File: src/rtl/int_pkg.sv
// Shared types, bit positions and helpers for the 8051-style interrupt controller.
package int_pkg;

    localparam int NUM_SRC = 5;

    typedef logic [2:0] src_idx_t;

    // Source indices in natural priority order; they also equal the IE/IP/TCON-flag bit positions.
    localparam src_idx_t SRC_IE0 = 3'd0;
    localparam src_idx_t SRC_TF0 = 3'd1;
    localparam src_idx_t SRC_IE1 = 3'd2;
    localparam src_idx_t SRC_TF1 = 3'd3;
    localparam src_idx_t SRC_SER = 3'd4;

    localparam int IE_EX0 = 0;
    localparam int IE_ET0 = 1;
    localparam int IE_EX1 = 2;
    localparam int IE_ET1 = 3;
    localparam int IE_ES  = 4;
    localparam int IE_EA  = 7;

    localparam int IP_PX0 = 0;
    localparam int IP_PT0 = 1;
    localparam int IP_PX1 = 2;
    localparam int IP_PT1 = 3;
    localparam int IP_PS  = 4;

    typedef enum logic {
        IDLE = 1'b0,
        REQ  = 1'b1
    } int_state_e;

    function automatic src_idx_t lowest_set(input logic [NUM_SRC-1:0] v);
        src_idx_t idx;
        idx = '0;
        for (int i = NUM_SRC - 1; i >= 0; i--) begin
            if (v[i]) idx = src_idx_t'(i);
        end
        return idx;
    endfunction

    function automatic logic [15:0] vec_addr(input logic [15:0] base,
                                             input logic [15:0] stride,
                                             input src_idx_t    src);
        return base + stride * {13'd0, src};
    endfunction

endpackage

File: src/rtl/int_ctrl_if.sv
// CPU-facing vectored request/acknowledge handshake of the interrupt controller.
interface int_ctrl_if;
    logic        int_req;
    logic [15:0] int_vec;
    logic [1:0]  in_service;
    logic        int_ack;
    logic        reti;

    modport master (output int_req, int_vec, in_service, input int_ack, reti);
    modport slave  (input int_req, int_vec, in_service, output int_ack, reti);
endinterface

File: src/rtl/int_sync_edge.sv
// Synchroniser for an asynchronous active-low pin plus a falling-edge detector.
module int_sync_edge #(
    parameter int SYNC_STAGES = 2  // must be at least 2
) (
    input  logic clk,
    input  logic rst_n,
    input  logic pin_n,
    output logic active,
    output logic fall
);

    logic [SYNC_STAGES-1:0] sync_q, sync_d;
    logic                   prev_q, prev_d;

    // NOTE: every always_comb output gets a value on every path, so no latch is inferred.
    always_comb begin
        sync_d = {sync_q[SYNC_STAGES-2:0], pin_n};
        prev_d = sync_q[SYNC_STAGES-1];
    end

    // NOTE: synchronous reset to the idle pin level (1) so no false edge appears on release;
    // sequential state uses <= only so every flop updates from pre-edge values.
    always_ff @(posedge clk) begin
        if (!rst_n) begin
            sync_q <= '1;
            prev_q <= 1'b1;
        end else begin
            sync_q <= sync_d;
            prev_q <= prev_d;
        end
    end

    assign active = ~sync_q[SYNC_STAGES-1];
    assign fall   = prev_q & ~sync_q[SYNC_STAGES-1];

endmodule

File: src/rtl/int_ctrl.sv
// Two-level priority interrupt controller: flag capture, arbitration under IE/IP,
// vectored request/acknowledge to the CPU and in-service nesting until RETI.
module int_ctrl
    import int_pkg::*;
#(
    parameter int          SYNC_STAGES = 2,
    parameter logic [15:0] VEC_BASE    = 16'h0003,
    parameter int          VEC_STRIDE  = 8
) (
    input  logic             clk,
    input  logic             rst_n,
    input  logic             t0_ovf,
    input  logic             t1_ovf,
    input  logic             ext_int0_n,
    input  logic             ext_int1_n,
    input  logic             it0,
    input  logic             it1,
    input  logic             ri,
    input  logic             ti,
    input  logic [7:0]       ie,
    input  logic [7:0]       ip,
    input  logic             tcon_we,
    input  logic [3:0]       tcon_wdata,
    output logic [3:0]       tcon_flags,
    int_ctrl_if.master       cpu
);

    logic ie0_act, ie0_fall, ie1_act, ie1_fall;

    int_sync_edge #(.SYNC_STAGES(SYNC_STAGES)) u_sync_int0 (
        .clk    (clk),
        .rst_n  (rst_n),
        .pin_n  (ext_int0_n),
        .active (ie0_act),
        .fall   (ie0_fall)
    );

    int_sync_edge #(.SYNC_STAGES(SYNC_STAGES)) u_sync_int1 (
        .clk    (clk),
        .rst_n  (rst_n),
        .pin_n  (ext_int1_n),
        .active (ie1_act),
        .fall   (ie1_fall)
    );

    logic [1:0]  ovf_prev_q, ovf_prev_d;
    logic [3:0]  flag_q, flag_d;        // {TF1,IE1,TF0,IE0}, bit n is source n
    int_state_e  state_q, state_d;
    logic        int_req_q, int_req_d;
    logic [15:0] int_vec_q, int_vec_d;
    src_idx_t    req_src_q, req_src_d;
    logic        req_lvl_q, req_lvl_d;
    logic [1:0]  svc_q, svc_d;          // {high_active, low_active}

    logic [NUM_SRC-1:0] src_flag, pend, pend_hi, pend_lo;
    src_idx_t           win_src;
    logic               win_lvl, win_ok;
    logic               ack_take;
    logic [3:0]         hw_set, ack_clr, level_mask, level_val;

    // Bits 6:5 of IE and 7:5 of IP are reserved in the SFR map.
    logic unused_sfr_bits;
    assign unused_sfr_bits = ^{ie[6:5], ip[7:5]};

    always_comb begin
        src_flag = {ri | ti, flag_q};
        pend     = src_flag & ie[NUM_SRC-1:0] & {NUM_SRC{ie[IE_EA]}};
        pend_hi  = pend & ip[NUM_SRC-1:0];
        pend_lo  = pend & ~ip[NUM_SRC-1:0];
        win_lvl  = |pend_hi;
        win_src  = lowest_set(win_lvl ? pend_hi : pend_lo);
        // A blocked high winner implies in_service[1]=1, which also blocks every low source.
        win_ok   = (|pend) & (win_lvl ? ~svc_q[1] : (svc_q == 2'b00));
        ack_take = (state_q == REQ) & cpu.int_ack;
    end

    always_comb begin
        ovf_prev_d = {t1_ovf, t0_ovf};
        hw_set     = {t1_ovf & ~ovf_prev_q[1], ie1_fall, t0_ovf & ~ovf_prev_q[0], ie0_fall};
        ack_clr    = ack_take ? (4'b0001 << req_src_q) : 4'b0000;
        level_mask = {1'b0, ~it1, 1'b0, ~it0};
        level_val  = {1'b0, ie1_act, 1'b0, ie0_act};

        // Software write is weakest, then the ack clear, then a hardware set.
        flag_d = tcon_we ? tcon_wdata : flag_q;
        flag_d = flag_d & ~ack_clr;
        flag_d = flag_d | hw_set;
        flag_d = (flag_d & ~level_mask) | (level_val & level_mask);
    end

    always_comb begin
        svc_d = svc_q;
        if (cpu.reti) begin
            if (svc_q[1]) svc_d[1] = 1'b0;
            else          svc_d[0] = 1'b0;
        end
        if (ack_take) svc_d[req_lvl_q] = 1'b1;
    end

    always_comb begin
        state_d   = state_q;
        int_req_d = int_req_q;
        int_vec_d = int_vec_q;
        req_src_d = req_src_q;
        req_lvl_d = req_lvl_q;
        case (state_q)
            IDLE: begin
                if (win_ok) begin
                    state_d   = REQ;
                    int_req_d = 1'b1;
                    int_vec_d = vec_addr(VEC_BASE, 16'(VEC_STRIDE), win_src);
                    req_src_d = win_src;
                    req_lvl_d = win_lvl;
                end
            end
            REQ: begin
                // The ack always takes the source behind the vector the CPU already saw.
                if (ack_take) begin
                    state_d   = IDLE;
                    int_req_d = 1'b0;
                end else if (win_ok) begin
                    int_vec_d = vec_addr(VEC_BASE, 16'(VEC_STRIDE), win_src);
                    req_src_d = win_src;
                    req_lvl_d = win_lvl;
                end else begin
                    state_d   = IDLE;
                    int_req_d = 1'b0;
                end
            end
            default: begin
                state_d   = IDLE;
                int_req_d = 1'b0;
            end
        endcase
    end

    always_ff @(posedge clk) begin
        if (!rst_n) begin
            ovf_prev_q <= 2'b00;
            flag_q     <= 4'b0000;
            state_q    <= IDLE;
            int_req_q  <= 1'b0;
            int_vec_q  <= 16'h0000;
            req_src_q  <= SRC_IE0;
            req_lvl_q  <= 1'b0;
            svc_q      <= 2'b00;
        end else begin
            ovf_prev_q <= ovf_prev_d;
            flag_q     <= flag_d;
            state_q    <= state_d;
            int_req_q  <= int_req_d;
            int_vec_q  <= int_vec_d;
            req_src_q  <= req_src_d;
            req_lvl_q  <= req_lvl_d;
            svc_q      <= svc_d;
        end
    end

    assign tcon_flags     = flag_q;
    assign cpu.int_req    = int_req_q;
    assign cpu.int_vec    = int_vec_q;
    assign cpu.in_service = svc_q;

endmodule

File: src/flat_wrapper.sv
// flat-port wrapper written by rule: the top's interface ports become plain ports
module int_ctrl_flat import int_pkg::*;
#(
    parameter int          SYNC_STAGES = 2,
    parameter logic [15:0] VEC_BASE    = 16'h0003,
    parameter int          VEC_STRIDE  = 8
)
  (clk, rst_n, t0_ovf, t1_ovf, ext_int0_n, ext_int1_n, it0, it1, ri, ti, ie, ip, tcon_we, tcon_wdata, tcon_flags, cpu_int_req, cpu_int_vec, cpu_in_service, cpu_int_ack, cpu_reti);
  int_ctrl_if cpu_i ();
  input  logic clk;
  input  logic rst_n;
  input  logic t0_ovf;
  input  logic t1_ovf;
  input  logic ext_int0_n;
  input  logic ext_int1_n;
  input  logic it0;
  input  logic it1;
  input  logic ri;
  input  logic ti;
  input  logic [7:0] ie;
  input  logic [7:0] ip;
  input  logic tcon_we;
  input  logic [3:0] tcon_wdata;
  output logic [3:0] tcon_flags;
  output wire logic [$bits(cpu_i.int_req)-1:0] cpu_int_req;
  output wire logic [$bits(cpu_i.int_vec)-1:0] cpu_int_vec;
  output wire logic [$bits(cpu_i.in_service)-1:0] cpu_in_service;
  input wire logic [$bits(cpu_i.int_ack)-1:0] cpu_int_ack;
  input wire logic [$bits(cpu_i.reti)-1:0] cpu_reti;
  assign cpu_int_req = cpu_i.int_req;
  assign cpu_int_vec = cpu_i.int_vec;
  assign cpu_in_service = cpu_i.in_service;
  assign cpu_i.int_ack = cpu_int_ack;
  assign cpu_i.reti = cpu_reti;
  int_ctrl #(.SYNC_STAGES(SYNC_STAGES), .VEC_BASE(VEC_BASE), .VEC_STRIDE(VEC_STRIDE)) u_core (.clk(clk), .rst_n(rst_n), .t0_ovf(t0_ovf), .t1_ovf(t1_ovf), .ext_int0_n(ext_int0_n), .ext_int1_n(ext_int1_n), .it0(it0), .it1(it1), .ri(ri), .ti(ti), .ie(ie), .ip(ip), .tcon_we(tcon_we), .tcon_wdata(tcon_wdata), .tcon_flags(tcon_flags), .cpu(cpu_i));
endmodule
File: config.mk
export PLATFORM = sky130hd
export DESIGN_NAME = int_ctrl_flat
export DESIGN_NICKNAME = d
export VERILOG_FILES = /design/src/rtl/int_pkg.sv /design/src/rtl/int_ctrl_if.sv /design/src/rtl/int_sync_edge.sv /design/src/rtl/int_ctrl.sv /design/src/flat_wrapper.sv
export SDC_FILE = /design/constraint.sdc
export NUM_CORES = 1
export LEC_CHECK = 0
export BUFFER_PORTS_ARGS = -buffer_cell sky130_fd_sc_hd__buf_2
export CAP_MARGIN = 5
export CORE_MARGIN = 3
export CORE_UTILIZATION = 40
export DETAILED_ROUTE_END_ITERATION = 7
export PLACE_DENSITY = 0.74
export SYNTH_ARGS = -nofsm -noshare
export SYNTH_HDL_FRONTEND = slang
export SYNTH_SLANG_ARGS = --single-unit
File: constraint.sdc
create_clock -name clk -period 1.5 [get_ports clk]
set_input_delay 0.3 -clock clk [delete_from_list [all_inputs] [get_ports clk]]
set_output_delay 0.3 -clock clk [all_outputs]
set_load 0.01 [all_outputs]
==> flow_results.xml <==
<?xml version="1.0" encoding="UTF-8"?>
<metrics>
  <group name="timing">
    <metric name="hold_viol_final" unit="">0</metric>
    <metric name="final_min_period_over_clock_period" unit="%">104</metric>
    <metric name="drv_slew" unit="">0</metric>
    <metric name="timing.final.ws_setup" unit="ns">-0.0552</metric>
    <metric name="hold-worst-slack" unit="ns">0.182</metric>
    <metric name="maxClockFrequency" unit="MHz">643</metric>
    <metric name="final.setup_skew" unit="ns">0.00643</metric>
    <metric name="rsz0062_at_grt" unit="">true</metric>
    <metric name="timing.setup.tns" unit="ns">-0.114</metric>
    <metric name="fin_crit" unit="ns">1.56</metric>
    <metric name="timing.final.setup_violations" unit="">4</metric>
  </group>
  <group name="power">
    <metric name="cellLeakagePower" unit="nW">0.688</metric>
    <metric name="power-per-cell-area" unit="nW/µm²">781</metric>
    <metric name="irDropWorstVdd" unit="µV">647</metric>
  </group>
  <group name="worst_setup_path">
    <metric name="critical_path_class" unit="">register to register</metric>
    <metric name="worstRegToRegCells" unit="">6</metric>
    <metric name="r2r_slack" unit="ns">-0.06</metric>
    <metric name="arrival" unit="ns">1.74</metric>
    <metric name="critical_path_source" unit="">u_core.tcon_flags[0]</metric>
    <metric name="r2r_start" unit="">u_core.tcon_flags[0]</metric>
    <metric name="setup.worst_path.end_class" unit="">register</metric>
    <metric name="timing.rr.end" unit="">u_core.req_lvl_q</metric>
    <metric name="critical_path_required" unit="ns">1.68</metric>
    <metric name="critical_path.startpoint_type" unit="">register</metric>
    <metric name="timing.critical_path.fanout_max" unit="">3</metric>
    <metric name="termination_of_the_worst_setup_path" unit="">u_core.req_lvl_q</metric>
  </group>
  <group name="final_layout">
    <metric name="antenna_cells_inserted" unit="">0</metric>
    <metric name="final_layout_size_suffix_gt1_share" unit="%">41.7</metric>
    <metric name="num-fill-cells" unit="">253</metric>
    <metric name="layout.cell_area.non_filler" unit="µm²">1510</metric>
    <metric name="instances_no_fill" unit="">210</metric>
    <metric name="layout-area-overhead-vs-synth" unit="%">35.2</metric>
    <metric name="multi_input_area" unit="µm²">667</metric>
    <metric name="fin_nets" unit="">214</metric>
    <metric name="final-seq-area" unit="µm²">429</metric>
  </group>
  <group name="clock_tree">
    <metric name="cts.clk_slew.worst_paths" unit="ns">0.11</metric>
    <metric name="cts_tree" unit="">built</metric>
    <metric name="tritoncts_num_sinks" unit="">21</metric>
    <metric name="holdBufCountCts" unit="">0</metric>
    <metric name="clock-root-buffer" unit="">sky130_fd_sc_hd__clkbuf_4</metric>
    <metric name="numCtsBuffers" unit="">3</metric>
    <metric name="clock_tree.buffer_depth" unit="">2</metric>
    <metric name="clkLatencyLatePin" unit="ns">0.29</metric>
    <metric name="htree_num_levels" unit="">1</metric>
  </group>
  <group name="floorplanning">
    <metric name="initial_standard_cell_utilization_of_the_core" unit="%">43.4</metric>
    <metric name="die_w" unit="µm">58.8</metric>
    <metric name="dieHeight" unit="µm">58.8</metric>
    <metric name="die_area" unit="µm²">3450</metric>
    <metric name="core_region_area" unit="µm²">2570</metric>
    <metric name="number_of_placement_rows" unit="">18</metric>
    <metric name="floorplan.io_pins" unit="">56</metric>
  </group>
  <group name="grt">
    <metric name="grt_start_max_net_pins" unit="">16</metric>
    <metric name="overall_overflow_remaining_after_global_route" unit="">0</metric>
    <metric name="first_pass_grt_wire_length" unit="µm">4290</metric>
    <metric name="antenna_violations_before_repair" unit="">0</metric>
    <metric name="groute.usage.overall" unit="%">16.0</metric>
    <metric name="first_global_vias" unit="">1064</metric>
  </group>
  <group name="synthesis">
    <metric name="synthSimpleGateAreaFrac" unit="%">26.2</metric>
    <metric name="syn-mean-instance-area" unit="µm²">9.05</metric>
    <metric name="post_synth_mux_area_share" unit="%">0.899</metric>
    <metric name="arithmetic_cell_share_of_the_synthesized_area_counting_full_adders_half_adders_and_majority_gates" unit="%">0</metric>
    <metric name="synth_ff_type" unit="">sky130_fd_sc_hd__dfxtp_1</metric>
    <metric name="synth_enable_flop_cells" unit="">0</metric>
    <metric name="synth.yosys.seq_area_share" unit="%">37.8</metric>
    <metric name="synth_top_family_by_area" unit="">simple AND/OR/NAND/NOR gates</metric>
    <metric name="synth-async-reset-ratio" unit="%">0</metric>
    <metric name="count_of_mapped_cells_out_of_synthesis" unit="">123</metric>
    <metric name="yosys.area_share.xor_xnor" unit="%">0</metric>
    <metric name="netlist-cell-type-count" unit="">42</metric>
    <metric name="synth.cells.most_frequent" unit="">21 x sky130_fd_sc_hd__dfxtp_1, 13 x sky130_fd_sc_hd__nand2b_1, 12 x sky130_fd_sc_hd__buf_4</metric>
    <metric name="mappedNetlistArea" unit="µm²">1110</metric>
    <metric name="synth_register_bits" unit="">21</metric>
    <metric name="area_fraction_in_compound_gates_after_synthesis" unit="%">24.0</metric>
    <metric name="yosysTopAreaCellShare" unit="%">37.8</metric>
    <metric name="synth.area.top_cells" unit="">sky130_fd_sc_hd__dfxtp_1 38%, sky130_fd_sc_hd__buf_4 8.1%, sky130_fd_sc_hd__nand2b_1 7.3%</metric>
    <metric name="synthMostInstantiatedCell" unit="">sky130_fd_sc_hd__dfxtp_1</metric>
    <metric name="yosys_warnings" unit="">0</metric>
    <metric name="synth_area_leader_cell" unit="">sky130_fd_sc_hd__dfxtp_1</metric>
  </group>
  <group name="placement">
    <metric name="globalplace.congestion" unit="">0.779</metric>
    <metric name="numPortBuffers" unit="">39</metric>
    <metric name="dp_worst_setup_slack" unit="ns">-0.215</metric>
    <metric name="count_of_placed_standard_cells_including_taps" unit="">202</metric>
    <metric name="dpl.hpwl" unit="µm">2140</metric>
    <metric name="placed_area" unit="µm²">1400</metric>
  </group>
  <group name="drt">
    <metric name="avgRoutedWirePerCell" unit="µm">12.9</metric>
    <metric name="remaining_drc_errors" unit="">0</metric>
    <metric name="drt_first_iter_violations" unit="">41</metric>
    <metric name="antenna_violating_nets_post_route" unit="">0</metric>
    <metric name="avgViaCountPerCell" unit="">5.19</metric>
    <metric name="wl" unit="µm">2720</metric>
    <metric name="detailroute.via_count" unit="">1089</metric>
    <metric name="detail_route.first_pass.iterations" unit="">4</metric>
  </group>
  <group name="flow_run">
    <metric name="timing.max_cap.violations" unit="">0</metric>
  </group>
  <group name="min_path">
    <metric name="min-delay-path-class" unit="">input port to register</metric>
    <metric name="hp-start" unit="">ext_int1_n</metric>
  </group>
  <group name="status">
    <metric name="violations" unit="">setup timing</metric>
    <metric name="run_status" unit="">complete, but fails checks</metric>
  </group>
</metrics>
==> power breakdown <==
group	leakage [nW]	internal (mW)	switching [mW]
registers	0.175	0.593	0.0292
clock network	0.0150	0.103	0.154
logic	0.498	0.146	0.150
total	0.688	0.842	0.334
==> kinds of logic after synthesis <==
kind of cell    after synthesis
other cells                   1
compound gates               33
simple gates                 49
flops                        21
buf+inv                      18
mux                           1
==> worst min path at each step <==
| stage | end | slack (ns) | cells past startpoint |
|---|---|---|---|
| 2_1_floorplan | u_core.u_sync_int0.sync_q[1] | 0.39 | 1 |
| 6_report | u_core.u_sync_int1.sync_q[0] | 0.18 | 2 |
| 3_5_place_dp | u_core.u_sync_int0.sync_q[1] | 0.40 | 1 |
| 4_1_cts | u_core.u_sync_int0.sync_q[0] | 0.17 | 2 |
| 3_3_place_gp | u_core.u_sync_int1.sync_q[1] | 0.39 | 1 |
| 5_1_grt | u_core.u_sync_int1.sync_q[0] | 0.17 | 2 |
==> sequential cells by signal, summed over array words and instances, names as in the netlist, 2 cells and up <==
| name | cells |
|---|---|
| u_core.tcon_flags | 4 |
| u_core.cpu.in_service | 2 |
| u_core.cpu.int_vec | 2 |
| u_core.ovf_prev_q | 2 |
| u_core.req_src_q | 2 |
| u_core.u_sync_int0.sync_q | 2 |
| u_core.u_sync_int1.sync_q | 2 |
==> timing repair <==
action / CTS / global route
setup buffers: 3 / 1
endpoints found under the setup margin: 5 / 7
resized for setup: 6 / 3
pin swaps: 10 / 4
hold endpoints to repair: 0 / 0
==> cells in the final DEF, fill, tap and decap left out, drive strengths merged, types with 2 or more instances in the layout <==
master	synthesis	final
and2	5	5
dfxtp	21	21
nand3	5	5
o22ai	4	4
o2111ai	4	4
clkbuf	1	4
o21ai	2	2
nand2b	13	13
a21oi	7	7
nand2	8	8
nor2	5	5
buf	13	57
nor2b	2	2
nand4	3	3
a311oi	2	2
inv	4	4
a31oi	2	2
and3	4	4
conb	1	11
==> layout make-up <==
type / instances / area share [%]
Sequential cell: 21 / 28.5
Timing Repair Buffer: 57 / 21.9
Inverter: 4 / 0.998
Tap cell: 30 / 2.49
Multi-Input combinational cell: 94 / 44.3
Clock buffer: 4 / 1.75
==> through the flow <==
| step | total power, mW | utilization (%) |
|---|---|---|
| 2_1_floorplan | 0.802 | - |
| 3_3_place_gp | 0.888 | 54.4 |
| 3_5_place_dp | 0.897 | 54.4 |
| 4_1_cts | 1.18 | 57.7 |
| 5_1_grt | 1.24 | 58.6 |
| 6_report | 1.18 | 58.6 |
==> worst max-delay path: stages, from the launching register on <==
cell and delay [ns]:
sky130_fd_sc_hd__dfxtp_4 0.37, sky130_fd_sc_hd__a22o_4 0.26, sky130_fd_sc_hd__a2111oi_4 0.32, sky130_fd_sc_hd__buf_4 0.18, sky130_fd_sc_hd__a311oi_4 0.04, sky130_fd_sc_hd__a21oi_1 0.20
sky130_fd_sc_hd__a311oi_1 0.07
==> per-layer routing <==
layer | global-route usage [%] | share of wire [%] | vias up | wire length (µm)
li1 | - | - | 552 | -
met1 | 19.0 | 42 | 486 | 1150
met2 | 27.0 | 48 | 40 | 1310
met3 | 2.63 | 6.1 | 11 | 165
met4 | 9.06 | 3.2 | 0 | 87
met5 | 0 | 0 | - | 0
(Power assumes the default switching activity.)
